File: src/rtl/serial_adder.sv
// serial_adder: bit-serial adder using a single full-adder cell and a
// registered carry. Operands are processed LSB first, one bit per clock,
// under a start/busy/done handshake. The result is held in output registers.
module serial_adder #(
  parameter int WIDTH = 8
) (
  input  logic             clk,
  input  logic             rst_n,
  input  logic             start,
  input  logic [WIDTH-1:0] a,
  input  logic [WIDTH-1:0] b,
  input  logic             cin,
  output logic             busy,
  output logic             done,
  output logic [WIDTH-1:0] sum,
  output logic             cout
);

  // Counter width chosen so that WIDTH=1 still gets a legal counter.
  localparam int CW = $clog2(WIDTH + 1);

  typedef enum logic [1:0] {
    IDLE,
    RUN,
    DONE
  } state_e;

  state_e           state_q, state_d;
  logic [WIDTH-1:0] aSr_q, aSr_d;
  logic [WIDTH-1:0] bSr_q, bSr_d;
  logic [WIDTH-1:0] psum_q, psum_d;
  logic [WIDTH-1:0] sum_q, sum_d;
  logic             carry_q, carry_d;
  logic             cout_q, cout_d;
  logic [CW-1:0]    cnt_q, cnt_d;

  logic             bitSum;
  logic             bitCarry;
  logic             lastBit;
  logic             accept;

  // Register all state; reset aborts any operation and clears the result.
  always_ff @(posedge clk or negedge rst_n) begin
    if (!rst_n) begin
      state_q <= IDLE;
      aSr_q   <= '0;
      bSr_q   <= '0;
      psum_q  <= '0;
      sum_q   <= '0;
      carry_q <= 1'b0;
      cout_q  <= 1'b0;
      cnt_q   <= '0;
    end else begin
      state_q <= state_d;
      aSr_q   <= aSr_d;
      bSr_q   <= bSr_d;
      psum_q  <= psum_d;
      sum_q   <= sum_d;
      carry_q <= carry_d;
      cout_q  <= cout_d;
      cnt_q   <= cnt_d;
    end
  end

  // Next-state logic: one full-adder step per RUN cycle, load on accept.
  always_comb begin
    state_d  = state_q;
    aSr_d    = aSr_q;
    bSr_d    = bSr_q;
    psum_d   = psum_q;
    sum_d    = sum_q;
    carry_d  = carry_q;
    cout_d   = cout_q;
    cnt_d    = cnt_q;
    accept   = 1'b0;

    bitSum   = aSr_q[0] ^ bSr_q[0] ^ carry_q;
    bitCarry = (aSr_q[0] & bSr_q[0]) | (aSr_q[0] & carry_q) | (bSr_q[0] & carry_q);
    lastBit  = (cnt_q == CW'(WIDTH - 1));

    case (state_q)
      IDLE: begin
        if (start) begin
          accept = 1'b1;
        end
      end
      RUN: begin
        carry_d          = bitCarry;
        aSr_d            = aSr_q >> 1;
        bSr_d            = bSr_q >> 1;
        psum_d           = psum_q >> 1;
        psum_d[WIDTH-1]  = bitSum;
        cnt_d            = cnt_q + CW'(1);
        if (lastBit) begin
          sum_d   = psum_d;
          cout_d  = bitCarry;
          state_d = DONE;
        end
      end
      DONE: begin
        if (start) begin
          accept = 1'b1;
        end else begin
          state_d = IDLE;
        end
      end
      default: begin
        state_d = IDLE;
      end
    endcase

    if (accept) begin
      aSr_d   = a;
      bSr_d   = b;
      carry_d = cin;
      cnt_d   = '0;
      psum_d  = '0;
      state_d = RUN;
    end
  end

  assign busy = (state_q == RUN);
  assign done = (state_q == DONE);
  assign sum  = sum_q;
  assign cout = cout_q;

endmodule
File: config.mk
export PLATFORM = sky130hd
export DESIGN_NAME = serial_adder
export DESIGN_NICKNAME = d
export VERILOG_FILES = /design/src/rtl/serial_adder.sv
export SDC_FILE = /design/constraint.sdc
export NUM_CORES = 1
export LEC_CHECK = 0
export CAP_MARGIN = 20
export CORE_MARGIN = 5
export CORE_UTILIZATION = 50
export CTS_CLUSTER_SIZE = 14
export DETAILED_ROUTE_END_ITERATION = 8
export PLACE_DENSITY = 0.81
export REMOVE_ABC_BUFFERS = 1
export SLEW_MARGIN = 25
export SYNTH_ARGS = -nofsm -noshare
export SYNTH_HDL_FRONTEND = slang
export SYNTH_SLANG_ARGS = --single-unit
File: constraint.sdc
create_clock -name clk -period 1.7 [get_ports clk]
set_input_delay 0.34 -clock clk [delete_from_list [all_inputs] [get_ports clk]]
set_output_delay 0.34 -clock clk [all_outputs]
set_load 0.1 [all_outputs]
==> results of run 1 <==
kinds of logic after synthesis:
family	count (synthesis)	synth area share (%)
xor+xnor	1	0.544
flops	39	60.7
buf+inv	10	3.03
mux	11	7.54
compound gates	27	13.3
fa+ha+maj	2	2.02
simple gates	42	12.9
per-stage QoR:
stage | cells | TNS (ns) | worst slack (ns) | hold WS (ns)
after CTS | 213 | 0 | 0.0534 | 0.0320
after global placement | 205 | 0 | 0.175 | 0.408
final | 213 | 0 | 0.0931 | 0.0207
after detailed placement | 205 | 0 | 0.137 | 0.415
after floorplan | 123 | -18.98 | -0.765 | 0.0444
after global routing | 213 | 0 | 0.0238 | 0.0599
power breakdown:
| part | internal (mW) | total, mW | switching, mW | leakage (nW) |
|---|---|---|---|---|
| sequential | 1.34 | 1.66 | 0.320 | 0.498 |
| clock | 0.192 | 0.477 | 0.285 | 0.0341 |
| combinational | 1.04 | 2.51 | 1.46 | 0.486 |
Yosys cell counts:
library cell / number
dfrtp_1: 39
nand2_1: 18
a22oi_1: 15
nand3_1: 15
a22o_1: 11
mux2_2: 9
clkbuf_1: 4
buf_2: 3
mux2i_1: 2
nand2b_1: 2
nor2b_1: 2
and2b_1: 1
buf_1: 1
buf_6: 1
fa_1: 1
ha_1: 1
inv_1: 1
nand4_1: 1
nor2_1: 1
nor2_2: 1
nor3_4: 1
o21ai_0: 1
xnor2_1: 1
sequential cells by signal, summed over array words and instances, names as in the netlist:
name	count
state_q	2
aSr_q	8
cout	1
sum	8
carry_q	1
psum_q	7
cnt_q	4
bSr_q	8
metal layers:
| metal | routed length, um | vias up |
|---|---|---|
| li1 | - | 547 |
| met1 | 1380 | 594 |
| met2 | 1580 | 35 |
| met3 | 157 | 13 |
| met4 | 116 | 0 |
| met5 | 0 | - |
final timing paths:
check | startpoint | end | slack [ns] | depth (start not counted)
worst max-delay path | state_q[1]$_DFFE_PN0P_ | busy | 0.09 | 4
worst min-delay path | rst_n | bSr_q[2]$_DFFE_PN0P_ | 0.02 | 2
worst max register to register | cnt_q[0]$_DFFE_PN0P_ | sum[4]$_DFFE_PN0P_ | 0.14 | 5
worst min register to register | bSr_q[2]$_DFFE_PN0P_ | bSr_q[2]$_DFFE_PN0P_ | 0.51 | 2
max in group asynchronous | rst_n | aSr_q[0]$_DFFE_PN0P_ | 1.34 | 2
min in group clk | bSr_q[2]$_DFFE_PN0P_ | bSr_q[2]$_DFFE_PN0P_ | 0.51 | 2
layout make-up:
type | count | area (sq um) | area share (%)
sequential | 39 | 976 | 44.9
multi-input combinational | 83 | 592 | 27.2
timing repair buffer | 39 | 489 | 22.5
tap | 44 | 55.1 | 2.53
clock buffer | 6 | 51.3 | 2.36
clock inverter | 1 | 5.00 | 0.230
inverter | 1 | 3.75 | 0.173
critical path, stage by stage (launching register included):
cell and delay, ns:
dfrtp_1 0.40, nand2b_4 0.17, inv_2 0.07, buf_6 0.11, buf_12 0.16
repair_timing:
| item | 4_1_cts | 5_1_grt |
|---|---|---|
| setup buffers | 1 | 0 |
| pin swaps | 0 | 0 |
| cloned | 0 | 0 |
| resized for setup | 3 | 1 |
| setup endpoints to repair | 1 | 1 |
==> out/metrics.csv, run 1 <==
stage;metric;value;unit
clocking;CTS clock-pin slew for the worst setup and hold paths;0.11;ns
synth;Syn Area/Cell;12.2;sq um
grt;met1 Usage GRT;22.8;%
synth;library cells used by synthesis;23;
routing;DRC violations left;0;
synth;Yosys warning count;0;
sta;Final Critical Period;1.61;ns
sta;Period Utilization, post-route;94.5;%
routing;Initial DRC Count;62;
routing;vias;1189;
sta;unrepaired setup endpoints after global routing;no;
die;die area;0.00445;sq mm
synth;ranking of synthesized cells by area;dfrtp_1 (61%), a22oi_1 (7.0%), mux2_2 (6.3%);
cells_and_area;Antenna diodes;0;
power;PD cells;2140;mW/mm^2
hold_path;Hold Path Class;in2async;
place;GPL Wtd Cong;0.841;
critical_path;Worst Setup Start Kind;flip-flop;
synth;flops & latches, synth;39;
cells_and_area;synth-to-layout area growth;35.0;%
clocking;clk sink count;39;
grt;initial antenna violation count;0;
cells_and_area;commonest non-fill, non-tap cell in the layout;dfrtp_1;
status;status;completed;
critical_path;endpoint type of the worst setup path;output pin;
clocking;CTS Buf Count;5;
grt;grt peak-use layer;met2;
power;Worst VDD drop;1.07;mV
synth;top-area cell type share of the netlist area;60.7;%
routing;drt total wl;3230;um
critical_path;Setup CP Type;reg2out;
die;row cnt;20;
clocking;CTS tree;built;
critical_path;CP Data Required Time;1.36;ns
sta;slew margin rel.;68.5;%
sta;Max Freq;0.622;GHz
die;I/O Pins;31;
grt;Congestion Overflow GR;0;
grt;first-pass GRT wire length;5670;um
routing;Via density;5.58;
critical_path;WP data arrival;1.27;ns
clocking;Worst-Skew Late Latency;0.35;ns
cells_and_area;layout cells sized above 1;24.3;%
synth;largest area contributor in the netlist;dfrtp_1;
sta;Hold Fails Final Rpt;0;
routing;Pre-antenna DRT Iters;4;
grt;met2 GRT Util;25.4;%
place;Area after DPL;0.00210;sq mm
die;chip height;66.7;um
die;Die W;66.7;um
grt;met3 usage;4.89;%
clocking;root buf cell;clkbuf_4;
routing;antenna viol nets, final;0;
cells_and_area;Final Core Density;70.6;%
sta;Final Max Tran Viols;0;
cells_and_area;filler cell count;214;
cells_and_area;NumNets Final;191;
synth;sequential fraction of the synthesis area;60.7;%
power;Leakage;1.02;nW
grt;largest net degree at the start of global routing;40;
die;Core ar.;0.00308;sq mm
sta;worst-margin pin slew;0.473;ns
routing;wire length per cell;15.2;um
sta;final setup fails;0;
synth;Synth Cell Area;0.00161;sq mm
cells_and_area;most frequent cells in the layout;dfrtp_1 (39), nand2_1 (18), clkdlybuf4s50_1 (18), a22oi_1 (15), nand3_1 (15);
place;I/O Buffers;30;
synth;Cells after Synth;132;
grt;vias in the first global route;1233;
critical_path;crit path max fanout;4;
clocking;CTS max path bufs;2;
sta;worst clock skew;0.00744;ns
place;post-DP HPWL;2320;um
power;Overall Power;4.64;mW
clocking;Hold-fix buffers, CTS;0;
clocking;htree depth;2;
run;Max Cap Violations;0;
die;Starting Density;52.3;%
cells_and_area;Design Area, Final;0.00217;sq mm
grt;total track usage;17.4;%
Power figures use the tool's default switching activity.
==> inputs of run 2 (changes only) <==
- RECOVER_POWER: not set -> 25
==> run 2 against run 1 <==
  * Cell area decreased by 0.12%
  * Combinational power is essentially flat
  * Maximum frequency increased by 0.25%
  * Setup slack improved by 0.0040 ns
  * Power is essentially flat
  * Routed wire length increased by 0.19%
  * Non-clock buffer count stayed put
  * Sequential share of layout area rose by 0.052 points
  * Largest cell class unchanged
  * Largest power group unchanged
  * Highest routed layer unchanged
==> out/metrics.csv, run 2 (synthesis gave the netlist of run 1 again) <==
stage;metric;value;unit
status;status;completed;
cells_and_area;Final Core Density;70.5;%
die;Core ar.;0.00308;sq mm
cells_and_area;sequential cell area;976;sq um
place;I/O Buffers;30;
critical_path;Worst Setup Start Kind;flip-flop;
grt;total track usage;17.4;%
grt;largest net degree at the start of global routing;40;
critical_path;R2R cell count;5;
run;Max Cap Violations;0;
routing;DRC violations left;0;
sta;slew margin rel.;38.2;%
die;chip height;66.7;um
clocking;CTS max path bufs;2;
critical_path;CP Data Required Time;1.36;ns
die;I/O Pins;31;
critical_path;worst r2r src;cnt_q[0]$_DFFE_PN0P_;
critical_path;CP startpoint;state_q[1]$_DFFE_PN0P_;
routing;wire length per cell;15.2;um
clocking;Hold-fix buffers, CTS;0;
die;row cnt;20;
hold_path;Hold Path Class;in2async;
sta;final setup fails;0;
place;GPL Wtd Cong;0.841;
power;Leakage;1.02;nW
die;Starting Density;52.3;%
cells_and_area;commonest non-fill, non-tap cell in the layout;dfrtp_1;
routing;drt total wl;3240;um
sta;worst setup slack after layout;0.0970;ns
routing;routed wl met2;1560;um
routing;Met3 Wirelength;120;um
routing;Initial DRC Count;68;
critical_path;worst-path cell chain;nand2b_4 > inv_2 > buf_6 > buf_12;
critical_path;WP data arrival;1.26;ns
clocking;CTS clock-pin slew for the worst setup and hold paths;0.11;ns
grt;vias in the first global route;1233;
cells_and_area;Multi-input gate area;592;sq um
place;Placement Setup Slack;0.137;ns
critical_path;Critical Path End;busy;
sta;Final Critical Period;1.60;ns
critical_path;crit-path max cell delay;0.40;ns
critical_path;Slowest cell on crit path;dfrtp_1;
power;Worst VDD drop;1.07;mV
critical_path;CP Buf/Inv Count;3;
routing;met1 WL;1440;um
critical_path;crit path max fanout;4;
critical_path;critical path depth;4;
clocking;Worst-Skew Late Latency;0.34;ns
die;Die W;66.7;um
critical_path;worst reg2reg endpoint;sum[4]$_DFFE_PN0P_;
routing;Via density;5.53;
die;die area;0.00445;sq mm
sta;Hold Fails Final Rpt;0;
cells_and_area;synth-to-layout area growth;34.8;%
sta;worst clock skew;0.00641;ns
clocking;clk sink count;39;
routing;vias;1177;
cells_and_area;NumNets Final;191;
critical_path;reg2reg setup slack;0.15;ns
grt;initial antenna violation count;0;
clocking;CTS Buf Count;5;
sta;Final Max Tran Viols;0;
cells_and_area;Antenna diodes;0;
clocking;CTS tree;built;
clocking;root buf cell;clkbuf_4;
grt;first-pass GRT wire length;5670;um
power;PD cells;2140;mW/mm^2
routing;Pre-antenna DRT Iters;4;
cells_and_area;most frequent cells in the layout;dfrtp_1 (39), nand2_1 (18), clkdlybuf4s50_1 (18), a22oi_1 (15), nand3_1 (15);
critical_path;endpoint type of the worst setup path;output pin;
routing;uppermost routed layer;met4;
cells_and_area;layout cells sized above 1;24.3;%
sta;Max Freq;0.624;GHz
place;post-DP HPWL;2320;um
critical_path;Top delay family on crit path;flip-flops;
sta;unrepaired setup endpoints after global routing;no;
cells_and_area;filler cell count;214;
grt;Congestion Overflow GR;0;
sta;worst-margin pin slew;0.927;ns
clocking;htree depth;2;
critical_path;Setup CP Type;reg2out;
sta;Period Utilization, post-route;94.3;%
routing;antenna viol nets, final;0;
run 2: how the worst min path moves through the flow:
stage | start | endpoint | cells after the start
after floorplan | rst_n | aSr_q[0]$_DFFE_PN0P_ | 0
after global placement | rst_n | bSr_q[3]$_DFFE_PN0P_ | 2
after detailed placement | rst_n | bSr_q[3]$_DFFE_PN0P_ | 2
after CTS | rst_n | bSr_q[3]$_DFFE_PN0P_ | 2
after global routing | rst_n | aSr_q[5]$_DFFE_PN0P_ | 2
final | rst_n | bSr_q[2]$_DFFE_PN0P_ | 2
run 2: report_power, final:
part           internal, mW  switching, mW
sequential             1.34          0.318
combinational          1.04           1.46
clock                 0.192          0.287
total                  2.57           2.07
run 2: final cells by class:
cell class / instances / area share [%]
multi-input combinational: 83 / 27.3
tap: 44 / 2.54
clock inverter: 1 / 0.231
sequential: 39 / 45.0
inverter: 1 / 0.173
timing repair buffer: 39 / 22.4
clock buffer: 6 / 2.36
run 2: what timing repair did:
item,in CTS,in global routing
endpoints found under the setup margin,1,1
resized for setup,3,1
cloned,0,0
setup buffers,1,0
run 2: worst register-to-register path: stages (launching register included):
cell,delay [ns]
dfrtp_1,0.41
ha_1,0.21
nand2_1,0.11
nor3_4,0.15
buf_4,0.22
mux2_2,0.35
run 2: per-stage QoR:
step                      setup TNS (ns)  cells  power (mW)  hold WS [ns]  cell area [sq um]
after floorplan                   -18.98    123        3.18        0.0444               1560
after global placement                 0    205        4.05         0.408               2100
after detailed placement               0    205        4.15         0.415               2100
after CTS                              0    213        4.67        0.0320               2170
after global routing                   0    213        4.91         0.282               2170
final                                  0    213        4.64         0.193               2170
run 2: per-layer routing:
metal,GRT usage [%],vias to the layer above
met5,0,-
met4,10.4,0
met3,4.89,13
met2,25.4,32
met1,22.8,585
li1,-,547
